## src/rtl/mem_port_arbiter.sv

```systemverilog
// mem_port_arbiter
//   Shares one single-port, fixed-latency unified memory between the
//   instruction-fetch port (IF) and the data port (MEM stage). Each access
//   occupies a window of LAT cycles. When both ports compete, the port that
//   was not granted last wins (round-robin). The next grant is decided in
//   the ack cycle, so back-to-back accesses leave no idle gap. A saturating
//   counter records the IF cycles lost to data-port contention.
//
// Ports
//   clk, rst                 clock (rising edge), async active-low reset
//   if_req/if_addr           fetch request; held until if_ack
//   if_rdata/if_ack          fetch data and one-cycle completion pulse
//   stall_if                 if_req & ~if_ack
//   d_req/d_we/d_addr/d_wdata  data request; held until d_ack
//   d_rdata/d_ack            read data (0 on writes) and completion pulse
//   stall_d                  d_req & ~d_ack
//   mem_en/mem_we/mem_addr/mem_wdata  registered memory controls for the window
//   mem_rdata                memory read data, valid in the last window cycle
//   conflict_cnt             saturating contention counter
module mem_port_arbiter #(
  parameter int unsigned ADDR_W = 7,
  parameter int unsigned DATA_W = 32,
  parameter int unsigned LAT    = 2,
  parameter int unsigned CNT_W  = 16
) (
  input  logic              clk,
  input  logic              rst,

  input  logic              if_req,
  input  logic [ADDR_W-1:0] if_addr,
  output logic [DATA_W-1:0] if_rdata,
  output logic              if_ack,
  output logic              stall_if,

  input  logic              d_req,
  input  logic              d_we,
  input  logic [ADDR_W-1:0] d_addr,
  input  logic [DATA_W-1:0] d_wdata,
  output logic [DATA_W-1:0] d_rdata,
  output logic              d_ack,
  output logic              stall_d,

  output logic              mem_en,
  output logic              mem_we,
  output logic [ADDR_W-1:0] mem_addr,
  output logic [DATA_W-1:0] mem_wdata,
  input  logic [DATA_W-1:0] mem_rdata,

  output logic [CNT_W-1:0]  conflict_cnt
);

  typedef enum logic [1:0] {
    IDLE   = 2'd0,
    BUSY_I = 2'd1,
    BUSY_D = 2'd2
  } arbStateT;

  localparam logic [3:0] LAST_CNT = 4'(LAT - 1);

  arbStateT   state;
  logic [3:0] cnt;
  logic       lastGrant;   // 0 = IF, 1 = D

  logic ackCycle;
  logic ifElig;
  logic dElig;
  logic decide;
  logic grantD;
  logic grantI;
  logic conflictHit;

  always_comb begin
    ackCycle = (state != IDLE) && (cnt == LAST_CNT);
    if_ack   = ackCycle && (state == BUSY_I);
    d_ack    = ackCycle && (state == BUSY_D);

    if_rdata = if_ack ? mem_rdata : '0;
    d_rdata  = (d_ack && !mem_we) ? mem_rdata : '0;

    stall_if = if_req & ~if_ack;
    stall_d  = d_req & ~d_ack;

    // The port being acked this cycle may still show req high; it must not
    // be re-granted on the strength of that stale request.
    ifElig = if_req && !if_ack;
    dElig  = d_req && !d_ack;

    decide = (state == IDLE) || ackCycle;

    // With both eligible, D wins unless D was granted last.
    grantD = decide && dElig && (!ifElig || !lastGrant);
    grantI = decide && ifElig && !grantD;

    conflictHit = (if_req && (state == BUSY_D)) ||
                  ((state == IDLE) && ifElig && dElig && grantD);
  end

  always_ff @(posedge clk or negedge rst) begin
    if (!rst) begin
      state        <= IDLE;
      cnt          <= '0;
      lastGrant    <= 1'b0;
      conflict_cnt <= '0;
      mem_en       <= 1'b0;
      mem_we       <= 1'b0;
      mem_addr     <= '0;
      mem_wdata    <= '0;
    end else begin
      if (conflictHit && (conflict_cnt != '1)) begin
        conflict_cnt <= conflict_cnt + CNT_W'(1);
      end

      if (grantD) begin
        state     <= BUSY_D;
        cnt       <= '0;
        lastGrant <= 1'b1;
        mem_en    <= 1'b1;
        mem_we    <= d_we;
        mem_addr  <= d_addr;
        mem_wdata <= d_wdata;
      end else if (grantI) begin
        state     <= BUSY_I;
        cnt       <= '0;
        lastGrant <= 1'b0;
        mem_en    <= 1'b1;
        mem_we    <= 1'b0;
        mem_addr  <= if_addr;
      end else if (decide) begin
        // Idle with nothing to do, or an ack cycle with no follow-on request.
        state  <= IDLE;
        cnt    <= '0;
        mem_en <= 1'b0;
        mem_we <= 1'b0;
      end else begin
        cnt <= cnt + 4'd1;
      end
    end
  end

endmodule

```

## config.mk

```make
export PLATFORM = sky130hd
export DESIGN_NAME = mem_port_arbiter
export DESIGN_NICKNAME = d
export VERILOG_FILES = /design/src/rtl/mem_port_arbiter.sv
export SDC_FILE = /design/constraint.sdc
export NUM_CORES = 1
export LEC_CHECK = 0
export BUFFER_PORTS_ARGS = -buffer_cell sky130_fd_sc_hd__buf_2
export CORE_UTILIZATION = 40
export CTS_CLUSTER_DIAMETER = 80
export DETAILED_ROUTE_END_ITERATION = 7
export GPL_ROUTABILITY_DRIVEN = 0
export PLACE_DENSITY = 0.74
export REMOVE_ABC_BUFFERS = 1
export SLEW_MARGIN = 10
export SYNTH_ARGS = -nofsm -noshare
export SYNTH_HDL_FRONTEND = slang
export SYNTH_SLANG_ARGS = --single-unit
```

## constraint.sdc

```tcl
create_clock -name clk -period 2.5 [get_ports clk]
set_input_delay 0.375 -clock clk [delete_from_list [all_inputs] [get_ports clk]]
set_output_delay 0.375 -clock clk [all_outputs]
set_load 0.005 [all_outputs]
```

==> flow_metrics.tcl, run 1 <==
set metrics [dict create \
    slew_headroom_pct 51.9 \
    critPathLaunchType "flip-flop" \
    gr-total-overflow 0 \
    antenna_found_initial 1 \
    synth_cells 295 \
    end_kind "output pin" \
    num-nets-final 599 \
    layout.cells.non_filler 624 \
    slew_viol_final 0 \
    clock-root-buffer "clkbuf_8" \
    cts_buffer_depth 2 \
    layout-drive-gt1-share_pct 59.7 \
    place_ws_ps 265 \
    p_per_area_mw_per_mm2 1070 \
    layout_min_cycle_time_ps 2530 \
    ctsHoldBuffers 0 \
    syn2layout_area_growth_pct 47.9 \
    grt_pass1_wl_mm 13.7 \
    first_pass_iters 5 \
    synthFlopType "dfrtp_1" \
    yosysWarnings 0 \
    ys_ff_latch 64 \
    synth-edff-count 0 \
    grt_pass1_vias 2677 \
    port-buffer-count 207 \
    multi_input_area_mm2 0.00185 \
    setup_ws_ps -27.1 \
    violations "setup timing" \
    hp-class "in -> async" \
    final-setup-viol-count 15 \
    drv_cap 0 \
    via_count 3087 \
    seq_area_frac_synth_pct 45.9 \
    antenna_left 0 \
    cellLeakagePower_nw 2.82 \
    die_area_mm2 0.00910 \
    cts_tree "built" \
    track_usage_pct 20.2 \
    post-route-period-util_pct 101 \
    cp-startpoint "cnt[1]$_DFF_PN0_" \
    crit_arrival_ps 2150 \
    worst_ep_required_time_ps 2120 \
    synth_top_area_share_pct 45.9 \
    fmax_ghz 0.396 \
    crit_type "reg -> out" \
    synth_top_area_cell "dfrtp_1" \
    via_per_inst 4.95 \
    fillers 666 \
    r2r.worst_path.cells 7 \
    io_pins 208 \
    drt_wl_total_mm 10.0 \
    cts_max_level 3 \
    fin_util_pct 61.9 \
    drt_iter0_markers 117 \
    netlist_area_mm2 0.00349 \
    rsz0062_at_grt "yes" \
    drc 0 \
    dpl.cell_count 603 \
    area.sequential_mm2 0.00160 \
    start_util_pct 41.8 \
    core_mm2 0.00834 \
    clk_pin_slew_ps 80 \
    clk_latency_ps 340 \
    synth_cell_types 45 \
    clock_skew_ps 11.2 \
    r2r_slack_ps 240 \
    syn_area_per_cell_um2 11.8 \
    worstPathMaxFanout 9 \
    rows 33 \
    dieHeight_um 95.4 \
    ir_worst_vdd_mv 0.750 \
    status "finished with violations" \
    synthTopCellsByCount "and2_1, dfrtp_1, mux2_4, nor2_1" \
    hpwl_mm 7.33 \
    worst_pin_slew_ps 721 \
    synth_most_common_cell "and2_1" \
    cts_buffers 9 \
    grt_max_degree 36 \
    clock-sinks 64 \
    worstReg2RegStart "cnt[1]$_DFF_PN0_" \
    wire_per_inst_um 16.1 \
    total_power_mw 5.51 \
    hold_viol_final 0 \
    synth_area_leaders "dfrtp_1, mux2_4, and2_1" \
    fp.dieW_um 95.4 \
    worstReg2RegEnd "mem_wdata[16]$_DFFE_PN0N_" \
    ys_async_sr_fraction_pct 100 \
]
==> final cells by class <==
cell class | count | share of cell area (%)
antenna | 1 | 0.0485
inverter | 4 | 0.291
clock inverter | 7 | 1.99
timing repair buffer | 220 | 25.8
sequential | 64 | 31.0
multi-input combinational | 214 | 35.9
tap | 105 | 2.55
clock buffer | 9 | 2.40
==> cells in the final DEF, fill, tap and decap left out, types with 4 or more instances in the layout <==
cell / count
and2_4: 15
dfrtp_1: 64
buf_12: 5
nand2_1: 8
clkbuf_8: 9
inv_1: 4
nor2_1: 12
buf_4: 5
buf_2: 192
mux2_4: 38
buf_6: 16
mux2_2: 11
xor2_1: 11
and2_1: 50
nand3_1: 5
nor4_1: 4
nand4_1: 4
o21ai_0: 5
nor2b_1: 5
==> cells by family after synthesis <==
logic type	count (synthesis)	share of synthesized area, %
adders and majority gates	3	1.08
and+or+nand+nor	126	22.0
xor gates and xnor gates	12	3.01
AOI/OAI and AO/OA	23	4.88
DFF	64	45.9
buffers and inverters	17	2.94
muxes	50	20.2
==> per-stage QoR <==
step,cell area [um^2],hold WS (ps),setup TNS (ps)
2_1_floorplan,3400,79.4,-31930
3_3_place_gp,4710,466,0
3_5_place_dp,4710,476,0
4_1_cts,4940,94.1,0
5_1_grt,5160,129,-2510
6_report,5160,81.0,-156
==> routing by layer <==
| layer | vias to the layer above | wire, um | track usage [%] |
|---|---|---|---|
| met5 | - | 0 | 0 |
| met4 | 0 | 67 | 6.59 |
| met3 | 8 | 826 | 5.10 |
| met2 | 157 | 5180 | 34.9 |
| met1 | 1459 | 3970 | 24.4 |
| li1 | 1463 | - | - |
==> worst max path at each step <==
stage                                     end  slack [ps]  cells after the start
floorplan           mem_wdata[31]$_DFFE_PN0N_        -710                      5
global placement      mem_addr[4]$_DFFE_PN0P_         330                      7
detailed placement  mem_wdata[16]$_DFFE_PN0N_         270                      7
CTS                               d_rdata[18]          20                      8
global route                     if_rdata[20]        -120                      7
finish                           if_rdata[20]         -30                      7
==> repair_timing <==
item,in CTS,in global routing
hold endpoints to repair,0,0
gates cloned,0,3
endpoints found under the setup margin,32,65
pin swaps,0,9
setup buffers,0,1
gates resized for setup,1,34
==> sequential cells by signal, indices dropped and copies added (netlist names) <==
signal and count:
mem_we 1, mem_en 1, lastGrant 1, mem_wdata 32, mem_addr 7, cnt 4, state 2, conflict_cnt 16
==> where the power goes <==
| group | switching [mW] | internal, mW |
|---|---|---|
| Clock | 0.443 | 0.572 |
| Sequential | 0.393 | 1.48 |
| Combinational | 1.01 | 1.60 |
| Total | 1.85 | 3.66 |
==> critical path: stages (launching register included) <==
cell       delay, ps
dfrtp_1          390
inv_1             70
ha_2             190
or4bb_4          490
nor2_4           250
clkbuf_16        200
and2_1           130
buf_2            110
Note: power is estimated with default switching activity, not from simulation.
==> run 2, diff against run 1 <==
--- a/config.mk
+++ b/config.mk
@@ -9,9 +9,9 @@
 export CORE_UTILIZATION = 40
 export CTS_CLUSTER_DIAMETER = 80
 export DETAILED_ROUTE_END_ITERATION = 7
-export GPL_ROUTABILITY_DRIVEN = 0
 export PLACE_DENSITY = 0.74
 export REMOVE_ABC_BUFFERS = 1
+export SKIP_LAST_GASP = 1
 export SLEW_MARGIN = 10
 export SYNTH_ARGS = -nofsm -noshare
 export SYNTH_HDL_FRONTEND = slang
==> run 2 against run 1 <==
The flow still finishes with violations (setup timing). Global-route usage stayed put. Sequential cell count did not move. Clock skew fell by 2.6 ps. Clock power barely moved. Count of clock-buffer cells in the layout unchanged. First-iteration DRC count grew 3.4%. Largest cell class unchanged. Highest routed layer unchanged.
==> flow_metrics.tcl, run 2 (synthesis gave the netlist of run 1 again) <==
set metrics [dict create \
    clk_pin_slew_ps 80 \
    p_per_area_mw_per_mm2 1070 \
    rsz0062_at_grt "yes" \
    drt_iter0_markers 121 \
    cts_buffers 9 \
    clock-sinks 64 \
    dieHeight_um 95.4 \
    wire_per_inst_um 15.9 \
    fillers 669 \
    worst_ep_required_time_ps 2120 \
    layout_min_cycle_time_ps 2530 \
    cp-startpoint "cnt[1]$_DFF_PN0_" \
    grt_pass1_vias 2677 \
    clock-root-buffer "clkbuf_8" \
    gr-total-overflow 0 \
    ctsHoldBuffers 0 \
    top_regs "mem_wdata (32), conflict_cnt (16), mem_addr (7)" \
    cts_tree "built" \
    post-route-period-util_pct 101 \
    drc 0 \
    tns_ps -196 \
    die_area_mm2 0.00910 \
    cellLeakagePower_nw 2.81 \
    final_common_cell "buf_2" \
    critPathLaunchType "flip-flop" \
    start_util_pct 41.8 \
    via_per_inst 4.88 \
    ir_worst_vdd_mv 0.750 \
    worstReg2RegStart "cnt[1]$_DFF_PN0_" \
    antenna_left 0 \
    syn2layout_area_growth_pct 46.9 \
    fp.dieW_um 95.4 \
    slew_headroom_pct 52.0 \
    hp-class "in -> async" \
    final_cell_mix "buf_2, dfrtp_1, and2_1" \
    worst_pin_slew_ps 720 \
    clk_latency_ps 330 \
    worstPathMaxFanout 9 \
    port-buffer-count 207 \
    setup_ws_ps -31.3 \
    crit_type "reg -> out" \
    hold_viol_final 0 \
    largest_reg_flops 32 \
    grt_max_degree 36 \
    track_usage_pct 20.2 \
    final-setup-viol-count 16 \
    design_area_mm2 0.00512 \
    violations "setup timing" \
    end_kind "output pin" \
    crit_arrival_ps 2160 \
    first_pass_iters 4 \
    cts_buffer_depth 2 \
    gp_congestion 0.802 \
    place_area_mm2 0.00471 \
    num-nets-final 599 \
    core_mm2 0.00834 \
    grt_pass1_wl_mm 13.7 \
    layout-drive-gt1-share_pct 58.9 \
    rows 33 \
    antenna_found_initial 1 \
    fmax_ghz 0.395 \
    regMostFlops "mem_wdata" \
    io_pins 208 \
    drv_cap 0 \
    clock_skew_ps 8.67 \
    hpwl_mm 7.33 \
    drt_wl_total_mm 9.93 \
    status "finished with violations" \
    slew_viol_final 0 \
    cts_max_level 3 \
    via_count 3048 \
]
-- run 2: cell type report --
type / instances / area, um^2 / area share, %
Multi-Input combinational cell: 214 / 1840 / 36.0
Sequential cell: 64 / 1600 / 31.3
Timing Repair Buffer: 220 / 1300 / 25.4
Tap cell: 105 / 131 / 2.56
Clock buffer: 9 / 124 / 2.42
Clock inverter: 7 / 103 / 2.00
Inverter: 4 / 15.0 / 0.293
Antenna cell: 1 / 2.50 / 0.0488
-- run 2: metrics by stage --
step                      power (mW)  utilization [%]  setup slack, ps  hold slack [ps]  instances
after detailed placement        4.33             56.5              265              476        603
after global placement          4.26             56.5              331              466        603
after floorplan                 3.31                -             -712             79.4        282
final                           5.48             61.4            -31.3             82.9        624
after CTS                       5.38             59.2             18.2             94.1        619
after global routing            5.84             61.4             -117              129        624
-- run 2: what timing repair did --
action	4_1_cts	5_1_grt
resized for setup	1	26
pin swaps	0	9
setup endpoints to repair	32	65
cloned	0	3
setup buffers	0	1
-- run 2: per-layer routing --
metal  share of wire (%)  up-vias  GRT usage, %
met2                  51      150          34.9
met5                   0        -             0
met3                 7.8        6          5.10
li1                    -     1459             -
met1                  40     1433          24.4
met4                 1.0        0          6.59
-- run 2: worst paths after layout --
| path | cells after the start | slack [ps] | to |
|---|---|---|---|
| worst max-delay path | 7 | -30 | if_rdata[20] |
| max in group asynchronous | 2 | 1780 | mem_addr[2]$_DFFE_PN0P_ |
| min in group clk | 2 | 260 | mem_wdata[5]$_DFFE_PN0N_ |
| worst min-delay path | 1 | 80 | mem_wdata[15]$_DFFE_PN0N_ |
| worst max register to register | 7 | 230 | mem_wdata[16]$_DFFE_PN0N_ |
| worst min register to register | 1 | 520 | cnt[0]$_DFF_PN0_ |
-- run 2: worst max-delay path, stage by stage, from the launching register on --
cell	delay, ps
dfrtp_1	390
inv_1	70
ha_2	190
or4bb_4	490
nor2_4	250
clkbuf_16	200
and2_1	130
buf_2	110
-- run 2: where the power goes --
group / switching [mW] / internal (mW)
clock: 0.441 / 0.572
sequential: 0.393 / 1.48
combinational: 1.01 / 1.58
total: 1.84 / 3.64
==> run 3, diff against run 2 <==
--- a/config.mk
+++ b/config.mk
@@ -5,11 +5,12 @@
 export SDC_FILE = /design/constraint.sdc
 export NUM_CORES = 1
 export LEC_CHECK = 0
+export ABC_AREA = 1
 export BUFFER_PORTS_ARGS = -buffer_cell sky130_fd_sc_hd__buf_2
 export CORE_UTILIZATION = 40
 export CTS_CLUSTER_DIAMETER = 80
 export DETAILED_ROUTE_END_ITERATION = 7
-export PLACE_DENSITY = 0.74
+export PLACE_DENSITY = 0.75
 export REMOVE_ABC_BUFFERS = 1
 export SKIP_LAST_GASP = 1
 export SLEW_MARGIN = 10
==> run 3 against run 2 <==
The flow now finishes without violations. Sequential share of layout area rose by 3.1 points. Setup slack better by 370 ps. Largest cell class is now registers. Combinational power down 24%. Via count grew 19%. Sequential cell count did not move. Critical path depth unchanged.
==> flow_metrics.tcl, run 3 <==
set metrics [dict create \
    top_usage_layer "met2" \
    rsz0062_at_grt "no" \
    core_mm2 0.00789 \
    met2_usage_pct 39.6 \
    cts_tree "built" \
    place_ws_ps 544 \
    largest_reg_flops 32 \
    hp-class "in -> async" \
    clk_latency_ps 340 \
    gr-total-overflow 0 \
    post-route-period-util_pct 86.3 \
    yosysWarnings 0 \
    antenna_left 0 \
    antenna_cells 0 \
    ir_worst_vdd_mv 0.556 \
    port-buffer-count 207 \
    final_common_cell "buf_2" \
    total_power_mw 4.53 \
    final_cell_mix "buf_2, nand2_1, nor2_1" \
    slew_headroom_pct 56.5 \
    worst_pin_slew_ps 651 \
    timing.critical_path.slowest_cell_delay_ps 420 \
    cts_buffers 9 \
    synth_cells 461 \
    clk_pin_slew_ps 70 \
    final-setup-viol-count 0 \
    fillers 708 \
    worst_ep_required_time_ps 2120 \
    crit_arrival_ps 1780 \
    tns_ps 0 \
    grt_pass1_vias 3247 \
    ys_ff_latch 64 \
    synth_top_area_cell "dfrtp_1" \
    crit_slowest_cell "dfrtp_1" \
    crit_type "reg -> out" \
    syn2layout_area_growth_pct 39.4 \
    post_cts_buffers 0 \
    netlist_area_mm2 0.00334 \
    grt_max_degree 42 \
    cp_cell_sequence "ha_1 > nand3_1 > inv_1 > nand2_1 > buf_4 > nor2_1 > buf_2" \
    layout-drive-gt1-share_pct 35.9 \
    regMostFlops "mem_wdata" \
    top_regs "mem_wdata (32), conflict_cnt (16), mem_addr (7)" \
    via_per_inst 4.69 \
    syn_area_per_cell_um2 7.25 \
    end_kind "output pin" \
    p_per_area_mw_per_mm2 972 \
    drc 0 \
    fmax_ghz 0.464 \
    die_area_mm2 0.00872 \
    clock-root-buffer "clkbuf_8" \
    start_util_pct 42.4 \
    drv_cap 0 \
    track_usage_pct 21.5 \
    setup_ws_ps 343 \
    grt_pass1_wl_mm 14.6 \
    clock_skew_ps 10.5 \
    gp_congestion 0.837 \
    ctsHoldBuffers 0 \
    cts_max_level 3 \
    design_area_mm2 0.00466 \
    cellLeakagePower_nw 2.99 \
    cts_buffer_depth 2 \
    synth_cell_types 24 \
    synth_most_common_cell "nand2_1" \
    hpwl_mm 7.12 \
    synth_top_area_share_pct 47.9 \
    hold_viol_final 0 \
    wire_per_inst_um 12.4 \
    post_cts_resize_count 0 \
    io_pins 208 \
    dieHeight_um 93.4 \
    synthTopCellsByCount "nand2_1, nor2_1, dfrtp_1, inv_1, nand3_1" \
    antenna_found_initial 0 \
    critPathLaunchType "flip-flop" \
    rows 32 \
    num-nets-final 753 \
    first_pass_iters 4 \
    drt_iter0_markers 176 \
    worstPathMaxFanout 32 \
    met1_usage_pct 23.9 \
    layout_min_cycle_time_ps 2160 \
    synthFlopType "dfrtp_1" \
    status "finished clean" \
    seq_area_frac_synth_pct 47.9 \
    via_count 3627 \
    drt_wl_total_mm 9.59 \
    clock-sinks 64 \
    synth_area_leaders "dfrtp_1, nand2_1, nor2_1" \
    ys_async_sr_fraction_pct 100 \
    synth-edff-count 0 \
    slew_viol_final 0 \
    place_area_mm2 0.00447 \
    fp.dieW_um 93.4 \
    use_met3_pct 3.82 \
]
-- run 3: cell count changes after synthesis, moves of 5 or more --
cell and change:
mux2_2 -11, nor2b_1 -5, nand3_1 +39, xnor2_1 +6, buf_2 +6, inv_1 +42, nor2_1 +70, nand2_1 +159
mux2_4 -38, and2_1 -65
-- run 3: where the power goes --
group          internal (mW)  switching [mW]  leakage [nW]  total [mW]
clock network          0.477           0.383        0.0989       0.860
logic                  0.782            1.20          2.07        1.98
registers               1.44           0.252         0.818        1.69
-- run 3: kinds of logic after synthesis --
| group | Yosys count | share of synthesized area (%) |
|---|---|---|
| simple gates | 309 | 38.5 |
| buf+inv | 67 | 8.12 |
| flops | 64 | 47.9 |
| xor+xnor | 14 | 3.67 |
| compound gates | 4 | 0.636 |
| fa+ha+maj | 3 | 1.12 |
-- run 3: final timing paths --
path                                      startpoint  depth (start not counted)  slack (ps)                   endpoint
setup / recovery                    cnt[0]$_DFF_PN0_                          7         340                d_rdata[12]
hold / removal                                   rst                          1          60  mem_wdata[22]$_DFFE_PN0N_
setup reg to reg                    cnt[1]$_DFF_PN0_                         10         520    mem_addr[5]$_DFFE_PN0P_
hold reg to reg            mem_wdata[28]$_DFFE_PN0N_                          2         480  mem_wdata[28]$_DFFE_PN0N_
max in group asynchronous                        rst                          2        1810         mem_we$_DFFE_PN0P_
min in group clk                         d_wdata[23]                          3         230  mem_wdata[23]$_DFFE_PN0N_
-- run 3: cell type report --
type | instances | area (um^2) | share of cell area, %
Clock inverter | 4 | 45.0 | 0.967
Sequential cell | 64 | 1600 | 34.4
Tap cell | 102 | 128 | 2.74
Clock buffer | 11 | 141 | 3.04
Multi-Input combinational cell | 330 | 1470 | 31.5
Timing Repair Buffer | 212 | 1090 | 23.3
Inverter | 50 | 188 | 4.03
-- run 3: metal layers --
layer  vias to the layer above  routed length, um
met4                         0                186
met2                       147               4930
met3                        18                660
met5                         -                  0
met1                      1668               3810
li1                       1794                  -
-- run 3: critical path: cells and delay by family (launching register included) --
| kind | cells | cell delay [ps] |
|---|---|---|
| adders and majority gates | 1 | 260 |
| DFF | 1 | 420 |
| buffers and inverters | 3 | 500 |
| and+or+nand+nor | 3 | 250 |
-- run 3: per-stage QoR --
stage                     util (%)  cells  hold WS [ps]
after detailed placement      56.7    758           445
after global routing          59.1    773           104
after CTS                     59.1    773          74.0
after floorplan                  -    444          79.4
final                         59.1    773          62.4
after global placement        56.7    758           438
